--- src/rtl/text_console_writer_if.sv ---
// Character stream and text-VRAM port bundle of the text console writer.
interface text_console_writer_if;
  logic        char_valid;
  logic        char_ready;
  logic [7:0]  char_in;
  logic [3:0]  fcolor_idx;
  logic [3:0]  bcolor_idx;
  logic        invert;
  logic [10:0] vram_addr;
  logic [31:0] vram_wdata;
  logic [3:0]  vram_byteen;
  logic        vram_we;
  logic [31:0] vram_rdata;
  logic [6:0]  cursor_col;
  logic [4:0]  cursor_row;
  logic        busy;

  // Writer side: consumes characters, owns the VRAM write/read port
  modport slave (
    input  char_valid, char_in, fcolor_idx, bcolor_idx, invert, vram_rdata,
    output char_ready, vram_addr, vram_wdata, vram_byteen, vram_we,
           cursor_col, cursor_row, busy
  );

  // Source side: produces characters and models the VRAM
  modport master (
    output char_valid, char_in, fcolor_idx, bcolor_idx, invert, vram_rdata,
    input  char_ready, vram_addr, vram_wdata, vram_byteen, vram_we,
           cursor_col, cursor_row, busy
  );
endinterface

--- src/rtl/text_console_writer.sv ---
// Text console writer: turns a character stream into glyph writes on the
// 80x30 text VRAM (two 16-bit entries per 32-bit word), keeps the cursor,
// handles CR/LF/BS/FF, scrolls up by one row and clears the screen.
module text_console_writer (
  input  logic                 i_clk,
  input  logic                 i_rst,
  text_console_writer_if.slave bus
);
  localparam logic [6:0]  LAST_COL    = 7'd79;
  localparam logic [4:0]  LAST_ROW    = 5'd29;
  localparam logic [10:0] ROW_WORDS   = 11'd40;
  localparam logic [10:0] SCROLL_LAST = 11'd1159;
  localparam logic [10:0] LAST_WORD   = 11'd1199;

  typedef enum logic [2:0] {
    S_IDLE, S_WRITE, S_SCROLL_RD, S_SCROLL_WR, S_SCROLL_CLR, S_CLEAR
  } state_t;

  state_t      r_state, w_state;
  logic [6:0]  r_col, w_col;
  logic [4:0]  r_row, w_row;
  logic [10:0] r_cnt, w_cnt;
  logic [3:0]  r_fcol, r_bcol;
  logic        r_we, w_we;
  logic [10:0] r_addr, w_addr;
  logic [31:0] r_wdata, w_wdata;
  logic [3:0]  r_byteen, w_byteen;
  logic        r_busy, r_ready;
  logic        w_accept;
  logic        w_printable;
  logic [15:0] w_entry;

  function automatic logic [10:0] f_word_addr(input logic [4:0] row, input logic [6:0] col);
    return ({6'd0, row} << 5) + ({6'd0, row} << 3) + {5'd0, col[6:1]};
  endfunction

  function automatic logic [31:0] f_blank(input logic [3:0] fc, input logic [3:0] bc);
    return {1'b0, 7'h20, fc, bc, 1'b0, 7'h20, fc, bc};
  endfunction

  assign w_printable = (bus.char_in >= 8'h20) && (bus.char_in <= 8'h7E);
  assign w_entry     = {bus.invert, bus.char_in[6:0], bus.fcolor_idx, bus.bcolor_idx};

  // Next state, next cursor and next (registered) VRAM port values
  always_comb begin
    w_state  = r_state;
    w_col    = r_col;
    w_row    = r_row;
    w_cnt    = r_cnt;
    w_we     = 1'b0;
    w_addr   = r_addr;
    w_wdata  = r_wdata;
    w_byteen = r_byteen;
    w_accept = 1'b0;
    case (r_state)
      S_IDLE: begin
        if (bus.char_valid && r_ready) begin
          w_accept = 1'b1;
          if (w_printable) begin
            w_state  = S_WRITE;
            w_we     = 1'b1;
            w_addr   = f_word_addr(r_row, r_col);
            w_wdata  = r_col[0] ? {w_entry, 16'h0000} : {16'h0000, w_entry};
            w_byteen = r_col[0] ? 4'b1100 : 4'b0011;
          end else begin
            case (bus.char_in)
              8'h0A: begin
                w_col = 7'd0;
                if (r_row == LAST_ROW) begin
                  w_state = S_SCROLL_RD;
                  w_cnt   = 11'd0;
                  w_addr  = ROW_WORDS;
                end else begin
                  w_row = r_row + 5'd1;
                end
              end
              8'h0D: w_col = 7'd0;
              8'h08: begin
                if (r_col != 7'd0) begin
                  w_col = r_col - 7'd1;
                end else if (r_row != 5'd0) begin
                  w_col = LAST_COL;
                  w_row = r_row - 5'd1;
                end
              end
              8'h0C: begin
                // First blank word uses the attributes arriving with FF itself
                w_state  = S_CLEAR;
                w_cnt    = 11'd0;
                w_we     = 1'b1;
                w_addr   = 11'd0;
                w_wdata  = f_blank(bus.fcolor_idx, bus.bcolor_idx);
                w_byteen = 4'hF;
              end
              default: ;
            endcase
          end
        end
      end
      S_WRITE: begin
        if (r_col == LAST_COL) begin
          w_col = 7'd0;
          if (r_row == LAST_ROW) begin
            w_state = S_SCROLL_RD;
            w_cnt   = 11'd0;
            w_addr  = ROW_WORDS;
          end else begin
            w_row   = r_row + 5'd1;
            w_state = S_IDLE;
          end
        end else begin
          w_col   = r_col + 7'd1;
          w_state = S_IDLE;
        end
      end
      S_SCROLL_RD: begin
        w_state  = S_SCROLL_WR;
        w_we     = 1'b1;
        w_addr   = r_cnt;
        w_byteen = 4'hF;
      end
      S_SCROLL_WR: begin
        if (r_cnt == SCROLL_LAST) begin
          w_state  = S_SCROLL_CLR;
          w_cnt    = SCROLL_LAST + 11'd1;
          w_we     = 1'b1;
          w_addr   = SCROLL_LAST + 11'd1;
          w_wdata  = f_blank(r_fcol, r_bcol);
          w_byteen = 4'hF;
        end else begin
          w_state = S_SCROLL_RD;
          w_cnt   = r_cnt + 11'd1;
          w_addr  = r_cnt + 11'd1 + ROW_WORDS;
        end
      end
      S_SCROLL_CLR, S_CLEAR: begin
        if (r_cnt == LAST_WORD) begin
          w_state = S_IDLE;
          if (r_state == S_CLEAR) begin
            w_col = 7'd0;
            w_row = 5'd0;
          end
        end else begin
          w_cnt  = r_cnt + 11'd1;
          w_we   = 1'b1;
          w_addr = r_cnt + 11'd1;
        end
      end
      default: w_state = S_IDLE;
    endcase
  end

  // State, cursor and output registers; reset aborts any scroll or clear
  always_ff @(posedge i_clk) begin
    if (i_rst) begin
      r_state  <= S_IDLE;
      r_col    <= 7'd0;
      r_row    <= 5'd0;
      r_cnt    <= 11'd0;
      r_we     <= 1'b0;
      r_addr   <= 11'd0;
      r_wdata  <= 32'd0;
      r_byteen <= 4'd0;
      r_busy   <= 1'b0;
      r_ready  <= 1'b1;
    end else begin
      r_state  <= w_state;
      r_col    <= w_col;
      r_row    <= w_row;
      r_cnt    <= w_cnt;
      r_we     <= w_we;
      r_addr   <= w_addr;
      r_wdata  <= w_wdata;
      r_byteen <= w_byteen;
      r_busy   <= (w_state != S_IDLE) && (w_state != S_WRITE);
      r_ready  <= (w_state == S_IDLE);
    end
  end

  // Attributes latched with each accepted character, used for blank words
  always_ff @(posedge i_clk) begin
    if (w_accept) begin
      r_fcol <= bus.fcolor_idx;
      r_bcol <= bus.bcolor_idx;
    end
  end

  // Read data only exists in the cycle after the read address, so scroll
  // copies pass it straight through instead of through r_wdata.
  assign bus.vram_wdata  = (r_state == S_SCROLL_WR) ? bus.vram_rdata : r_wdata;
  assign bus.vram_addr   = r_addr;
  assign bus.vram_byteen = r_byteen;
  assign bus.vram_we     = r_we;
  assign bus.char_ready  = r_ready;
  assign bus.busy        = r_busy;
  assign bus.cursor_col  = r_col;
  assign bus.cursor_row  = r_row;
endmodule

--- src/flat_wrapper.sv ---
// flat-port wrapper written by rule: the top's interface ports become plain ports
module text_console_writer_flat 
  (i_clk, i_rst, bus_char_valid, bus_char_in, bus_fcolor_idx, bus_bcolor_idx, bus_invert, bus_vram_rdata, bus_char_ready, bus_vram_addr, bus_vram_wdata, bus_vram_byteen, bus_vram_we, bus_cursor_col, bus_cursor_row, bus_busy);
  text_console_writer_if bus_i ();
  input  logic i_clk;
  input  logic i_rst;
  input wire logic [$bits(bus_i.char_valid)-1:0] bus_char_valid;
  input wire logic [$bits(bus_i.char_in)-1:0] bus_char_in;
  input wire logic [$bits(bus_i.fcolor_idx)-1:0] bus_fcolor_idx;
  input wire logic [$bits(bus_i.bcolor_idx)-1:0] bus_bcolor_idx;
  input wire logic [$bits(bus_i.invert)-1:0] bus_invert;
  input wire logic [$bits(bus_i.vram_rdata)-1:0] bus_vram_rdata;
  output wire logic [$bits(bus_i.char_ready)-1:0] bus_char_ready;
  output wire logic [$bits(bus_i.vram_addr)-1:0] bus_vram_addr;
  output wire logic [$bits(bus_i.vram_wdata)-1:0] bus_vram_wdata;
  output wire logic [$bits(bus_i.vram_byteen)-1:0] bus_vram_byteen;
  output wire logic [$bits(bus_i.vram_we)-1:0] bus_vram_we;
  output wire logic [$bits(bus_i.cursor_col)-1:0] bus_cursor_col;
  output wire logic [$bits(bus_i.cursor_row)-1:0] bus_cursor_row;
  output wire logic [$bits(bus_i.busy)-1:0] bus_busy;
  assign bus_i.char_valid = bus_char_valid;
  assign bus_i.char_in = bus_char_in;
  assign bus_i.fcolor_idx = bus_fcolor_idx;
  assign bus_i.bcolor_idx = bus_bcolor_idx;
  assign bus_i.invert = bus_invert;
  assign bus_i.vram_rdata = bus_vram_rdata;
  assign bus_char_ready = bus_i.char_ready;
  assign bus_vram_addr = bus_i.vram_addr;
  assign bus_vram_wdata = bus_i.vram_wdata;
  assign bus_vram_byteen = bus_i.vram_byteen;
  assign bus_vram_we = bus_i.vram_we;
  assign bus_cursor_col = bus_i.cursor_col;
  assign bus_cursor_row = bus_i.cursor_row;
  assign bus_busy = bus_i.busy;
  text_console_writer u_core (.i_clk(i_clk), .i_rst(i_rst), .bus(bus_i));
endmodule
--- config.mk ---
export PLATFORM = sky130hd
export DESIGN_NAME = text_console_writer_flat
export DESIGN_NICKNAME = d
export VERILOG_FILES = /design/src/rtl/text_console_writer_if.sv /design/src/rtl/text_console_writer.sv /design/src/flat_wrapper.sv
export SDC_FILE = /design/constraint.sdc
export NUM_CORES = 1
export LEC_CHECK = 0
export CORE_ASPECT_RATIO = 1.4
export CORE_UTILIZATION = 57
export DETAILED_ROUTE_END_ITERATION = 7
export GPL_ROUTABILITY_DRIVEN = 0
export HOLD_SLACK_MARGIN = 0.03
export PLACE_DENSITY = 0.92
export SLEW_MARGIN = 30
export SYNTH_ARGS = -nofsm -noshare
export SYNTH_HDL_FRONTEND = slang
export SYNTH_SLANG_ARGS = --single-unit
--- constraint.sdc ---
create_clock -name i_clk -period 5.46 [get_ports i_clk]
set_clock_uncertainty 0.1 [all_clocks]
set_input_delay 0.819 -clock i_clk [delete_from_list [all_inputs] [get_ports i_clk]]
set_output_delay 0.819 -clock i_clk [all_outputs]
set_load 0.01 [all_outputs]
==> run summary, run 1 <==
Outcome: complete, no violations
N_diodes: 0
Via-per-instance ratio: 6.846
Core region area: 9953 um^2
Total length of routed wires: 19.29 mm
RSZ-0062 raised after global routing: false
Start-to-end type of the worst setup path: flop to output pin
Clock Root Buffer: sky130_fd_sc_hd__clkbuf_16
I/O pins: 114
Switching Share: 32.72%
Average cell area after synthesis: 7.364 um^2
Number of violations of the max-capacitance limit: 0
Quantity of I/O buffers inserted on ports: 113
Average wire per cell in the routed design: 19.32 um
Clock buffers created by TritonCTS: 9
Post-synthesis instance total: 796
H-tree depth: 3
Most numerous cell types in the synthesized netlist: sky130_fd_sc_hd__nand2_1, sky130_fd_sc_hd__dfxtp_1, sky130_fd_sc_hd__a21oi_1
DIE WIDTH: 87.71 um
Async set-reset flop share out of synthesis: 0%
Fill count: 734
Max Transition Viols Final: 0
Mapped Area: 5862 um^2
Starting utilization of the core area: 58.89%
Sum Neg Setup Slack: 0 ns
Peak supply drop: 200.2 uV
Achievable Freq: 265.9 MHz
Setup crit end kind: output pin
Maximum number of pins on one net before global-route repair: 57
Clock transition at the registers of the reported paths: 0.06 ns
Least-Margin Pin Slew: 0.9020 ns
Worst setup slack for register-to-register paths: 2.16 ns
Number of gates resized after cts: 0
CTS tree: built
Syn_nets: 868
Clock insertion delay at the later pin of the skew report: 0.35 ns
Number of distinct library cells after synthesis: 82
Leakage power summed over all cells: 2.644 nW
Most common flop cell mapped by yosys: sky130_fd_sc_hd__dfxtp_1
Net switching power: 0.6626 mW
Yosys warning total: 0
Power density relative to cell area: 279.9 nW/um^2
Part of the power in the clock network: 34.5%
Synth-to-Final Area Change: 23.44%
Most frequently used cell type in the post-synthesis netlist: sky130_fd_sc_hd__nand2_1
Chip height: 122.0 um
Post-CTS setup buffer count: 0
P_int: 1.362 mW
Remaining design rule violation count: 0
Gr ovfl total: 0
Die area: 10,700 um^2
Hold Buf Count CTS: 0
Minimum clock period after layout: 3.760 ns
Number of antenna violations at the first check in global routing: 0
Max Buffers Root-to-Sink: 2
Worst hold slack across all endpoints: 0.3598 ns
Final antenna-violating net count: 0
Crit path DAT: 2.84 ns
Vias: 6,832
Flip-flop and latch count after synthesis: 82
Number of clock sinks: 82
Placement Rows: 43
Final Non-Filler Cells: 998
Ranking of synthesized cells by area: sky130_fd_sc_hd__dfxtp_1, sky130_fd_sc_hd__nand2_1, sky130_fd_sc_hd__a21oi_1
EDFF count, synth: 8
Share of the synthesized area in the top cell type: 25.27%
Hpwl dp: 13.32 mm
Tcrit/Tclk final: 68.87%
Critical path peak fanout: 56
Proportion of synthesized chip area in sequential cells: 29.37%
Worst hold-check path type: flop to flop
Final Hold Violating Endpoints: 0
Cell count after placement: 982
DRC marker count from the first detailed-route iteration: 936
Cell accounting for the most synthesized area: sky130_fd_sc_hd__dfxtp_1
Proportion of power drawn by combinational gates: 28.9%
Via count of the first global-routing pass: 6,304
Setup-violating endpoint count in the final report: 0
Share of final-layout standard cells stronger than drive strength 1: 5.214%
First-pass GRT wire length: 30.01 mm
Slew headroom: 39.78%
Number of optimization iterations in the first detailed-route pass: 6
Register share of total power: 36.6%
Req. time, crit path: 4.54 ns
Overall fraction of global-route tracks in use: 35.99%
Util after Layout: 72.70%
Launching element type of the critical path: flop
Final-stage net count: 930
Overall power of the completed layout: 2.025 mW
[kinds of logic after synthesis]
logic type | after synthesis | synth area share, %
AOI/OAI and AO/OA | 253 | 29.65
xor gates and xnor gates | 13 | 1.942
adders and majority gates | 20 | 4.525
buffers and inverters | 79 | 6.083
DFF | 82 | 29.37
muxes | 4 | 0.7044
and+or+nand+nor | 345 | 27.73
[cell type report]
class | instances | area (um^2) | area share, %
repair buffers | 116 | 1151 | 15.91
well taps | 135 | 168.9 | 2.334
clock inverters | 7 | 116.4 | 1.608
multi-input cells | 635 | 3800 | 52.52
inverters | 14 | 52.55 | 0.7263
clock buffers | 9 | 225.2 | 3.113
flip-flops and latches | 82 | 1722 | 23.79
[layout by cell type (no fill, tap or decap), types with 16 or more instances in the layout]
| cell type | count |
|---|---|
| sky130_fd_sc_hd__a21oi_1 | 71 |
| sky130_fd_sc_hd__a221oi_1 | 18 |
| sky130_fd_sc_hd__clkdlybuf4s50_1 | 112 |
| sky130_fd_sc_hd__dfxtp_1 | 74 |
| sky130_fd_sc_hd__ha_1 | 18 |
| sky130_fd_sc_hd__nand2_1 | 154 |
| sky130_fd_sc_hd__nand3_1 | 36 |
| sky130_fd_sc_hd__nor2_1 | 62 |
| sky130_fd_sc_hd__nor3_1 | 16 |
| sky130_fd_sc_hd__o21ai_0 | 32 |
| sky130_fd_sc_hd__o21ai_1 | 19 |
[state kept, by name, indices dropped and copies added, names as in the netlist]
name	cells
u_core.bus.cursor_row	5
u_core.bus.cursor_col	7
u_core.r_state	3
u_core.bus.vram_byteen	2
u_core.r_wdata	32
u_core.r_fcol	4
u_core.bus.vram_addr	11
u_core.bus.char_ready	1
u_core.r_bcol	4
u_core.bus.busy	1
u_core.bus.vram_we	1
u_core.r_cnt	11
[power by group through the flow]
stage               Combinational [mW]  Sequential (mW)  Clock [mW]
detailed placement               0.561            0.747           0
CTS                              0.568            0.735       0.702
global placement                 0.545            0.745           0
floorplan                        0.361            0.725           0
global route                     0.624            0.746       0.728
finish                           0.586            0.741       0.698
[per-layer routing]
layer / global-route usage [%] / wire length, um / up-vias
met1: 40.03 / 6744 / 3049
met4: 24.69 / 1349 / 0
met2: 59.54 / 9007 / 567
li1: - / - / 3056
met3: 8.875 / 2185 / 160
met5: 0 / 0 / -
[final timing paths]
kind / start / to / cells after the start
max: u_core.r_state[0] / bus_vram_wdata[17] / 5
min: u_core.r_wdata[12] / u_core.r_wdata[12] / 2
max reg2reg: u_core.r_state[0] / u_core.bus.vram_addr[0] / 6
min reg2reg: u_core.r_wdata[12] / u_core.r_wdata[12] / 2
[worst max-delay path, cell delays in order, from the launching register on]
cell and delay, ns:
sky130_fd_sc_hd__dfxtp_1 0.81, sky130_fd_sc_hd__nor2b_1 0.34, sky130_fd_sc_hd__and2_4 0.59, sky130_fd_sc_hd__nand2_1 0.13, sky130_fd_sc_hd__nand2_1 0.09, sky130_fd_sc_hd__clkdlybuf4s50_1 0.53
[per-stage QoR]
step	setup WS [ns]	area, um^2
after floorplan	2.634	5862
final	1.700	7236
after detailed placement	1.702	6887
after CTS	1.443	7228
after global routing	1.551	7236
after global placement	1.765	6877
(Power assumes the default switching activity.)
==> run 2: changes to the inputs <==
--- a/config.mk
+++ b/config.mk
@@ -6,11 +6,11 @@
 export NUM_CORES = 1
 export LEC_CHECK = 0
 export CORE_ASPECT_RATIO = 1.4
-export CORE_UTILIZATION = 57
+export CORE_UTILIZATION = 48
 export DETAILED_ROUTE_END_ITERATION = 7
 export GPL_ROUTABILITY_DRIVEN = 0
 export HOLD_SLACK_MARGIN = 0.03
-export PLACE_DENSITY = 0.92
+export PLACE_DENSITY = 0.83
 export SLEW_MARGIN = 30
 export SYNTH_ARGS = -nofsm -noshare
 export SYNTH_HDL_FRONTEND = slang
==> constraint.sdc (replaced) <==
create_clock -name i_clk -period 3.2 [get_ports i_clk]
set_clock_uncertainty 0.1 [all_clocks]
set_input_delay 0.48 -clock i_clk [delete_from_list [all_inputs] [get_ports i_clk]]
set_output_delay 0.48 -clock i_clk [all_outputs]
set_load 0.01 [all_outputs]
==> run 2 against run 1 <==
Against the previous run: critical path type unchanged; cell area is 5.2% higher; highest routed layer unchanged; register-to-register slack worse by 1.7 ns; final cell count is 5.9% higher; hold slack worse by 0.0071 ns; critical path depth is 1 higher; setup slack worse by 1.6 ns.
==> run summary, run 2 (synthesis gave the netlist of run 1 again) <==
Outcome: complete, no violations
Clock buffers created by TritonCTS: 9
H-tree depth: 3
Final Hold Violating Endpoints: 0
Final-stage net count: 977
Start-to-end type of the worst setup path: flop to output pin
DIE WIDTH: 95.40 um
Req. time, crit path: 2.62 ns
Share of final-layout standard cells stronger than drive strength 1: 10.00%
Max FFs per register: 32
CTS tree: built
Gr ovfl total: 0
Clock transition at the registers of the reported paths: 0.07 ns
Achievable Freq: 324.6 MHz
Met2 track demand over resource: 53.13%
Via count of the first global-routing pass: 6,175
Minimum clock period after layout: 3.081 ns
Number of violations of the max-capacitance limit: 0
First-pass GRT wire length: 30.47 mm
Setup crit end kind: output pin
Met3 Usage GRT: 4.943%
Launching element type of the critical path: flop
Die area: 12,660 um^2
Max Buffers Root-to-Sink: 2
Most frequent standard cell in the layout excluding fill and tap cells: sky130_fd_sc_hd__nand2_1
Number of optimization iterations in the first detailed-route pass: 6
Average wire per cell in the routed design: 18.31 um
Cell count of the worst reg-to-reg path: 6
Setup-violating endpoint count in the final report: 0
Post-placement worst setup slack: 0.1033 ns
Final antenna-violating net count: 0
Number of antenna violations at the first check in global routing: 0
Placement Rows: 47
Chip height: 132.8 um
Starting utilization of the core area: 49.35%
Number of gates resized after cts: 0
Leakage power summed over all cells: 2.891 nW
Worst setup margin: 0.1193 ns
DRC marker count from the first detailed-route iteration: 592
Core region area: 11,880 um^2
Maximum number of pins on one net before global-route repair: 48
Number of clock sinks: 82
Cell area after layout: 7614 um^2
Clock insertion delay at the later pin of the skew report: 0.35 ns
Cell area reported after detailed placement: 7282 um^2
Commonest non-fill, non-tap cells in the layout: sky130_fd_sc_hd__nand2_1, sky130_fd_sc_hd__clkdlybuf4s50_1, sky130_fd_sc_hd__dfxtp_1
RSZ-0062 raised after global routing: false
Overall fraction of global-route tracks in use: 30.99%
Via-per-instance ratio: 6.334
Synth-to-Final Area Change: 29.88%
Hold Buf Count CTS: 0
Tcrit/Tclk final: 96.27%
Quantity of I/O buffers inserted on ports: 113
Max Transition Viols Final: 0
Power density relative to cell area: 452.1 nW/um^2
Clock Root Buffer: sky130_fd_sc_hd__clkbuf_16
Sum Neg Setup Slack: 0 ns
Worst hold-check path type: flop to flop
Crit path DAT: 2.50 ns
Hpwl dp: 14.16 mm
N_diodes: 0
Post-CTS setup buffer count: 0
Least-Margin Pin Slew: 0.9003 ns
I/O pins: 114
Peak supply drop: 307.0 uV
Slew headroom: 39.98%
Most Used Layer, Global Route: met2
Hold Path Depth: 2
Total length of routed wires: 19.35 mm
Vias: 6,695
Critical path peak fanout: 37
Remaining design rule violation count: 0
Largest reg by FF count: u_core.r_wdata
Met1 routing resource usage after global routing: 35.42%
-- run 2: metal layers --
| metal | part of all wire [%] | vias to the layer above |
|---|---|---|
| li1 | - | 3141 |
| met3 | 8.7 | 101 |
| met4 | 6.1 | 0 |
| met1 | 36 | 3048 |
| met5 | 0 | - |
| met2 | 49 | 405 |
-- run 2: final timing paths --
path,from,endpoint,slack (ns)
setup / recovery,u_core.r_state[0],bus_vram_wdata[25],0.12
hold / removal,u_core.r_wdata[9],u_core.r_wdata[9],0.35
setup reg to reg,u_core.bus.cursor_col[4],u_core.bus.cursor_col[6],0.44
hold reg to reg,u_core.r_wdata[9],u_core.r_wdata[9],0.35
-- run 2: layout make-up --
cell class                      count  area, um^2
Fill cell                        1025        4265
Clock buffer                       11       264.0
Timing Repair Buffer              163        1539
Tap cell                          147       183.9
Inverter                           14       52.55
Multi-Input combinational cell    635        3785
Sequential cell                    82        1722
Clock inverter                      5       67.56
-- run 2: critical path: stages, from the launching register on --
cell and delay (ns):
sky130_fd_sc_hd__dfxtp_1 0.59, sky130_fd_sc_hd__nor2b_1 0.32, sky130_fd_sc_hd__and2_2 0.32, sky130_fd_sc_hd__buf_12 0.22, sky130_fd_sc_hd__nand2_1 0.07, sky130_fd_sc_hd__nand2_1 0.07, sky130_fd_sc_hd__clkdlybuf4s50_1 0.54
-- run 2: stage by stage --
step / hold WS (ns) / instances / util, % / total power, mW
after floorplan: 0.3321 / 796 / - / 1.853
after global placement: 0.3393 / 1041 / 61.30 / 2.277
after detailed placement: 0.3473 / 1041 / 61.30 / 2.290
after CTS: 0.3573 / 1057 / 64.09 / 3.427
after global routing: 0.3862 / 1057 / 64.09 / 3.592
final: 0.3527 / 1057 / 64.09 / 3.442
-- run 2: power by group --
group / internal [mW] / switching, mW / leakage [nW]
Combinational: 0.470 / 0.596 / 2.05
Clock: 0.685 / 0.460 / 0.163
Sequential: 1.14 / 0.0877 / 0.677
Total: 2.30 / 1.14 / 2.89
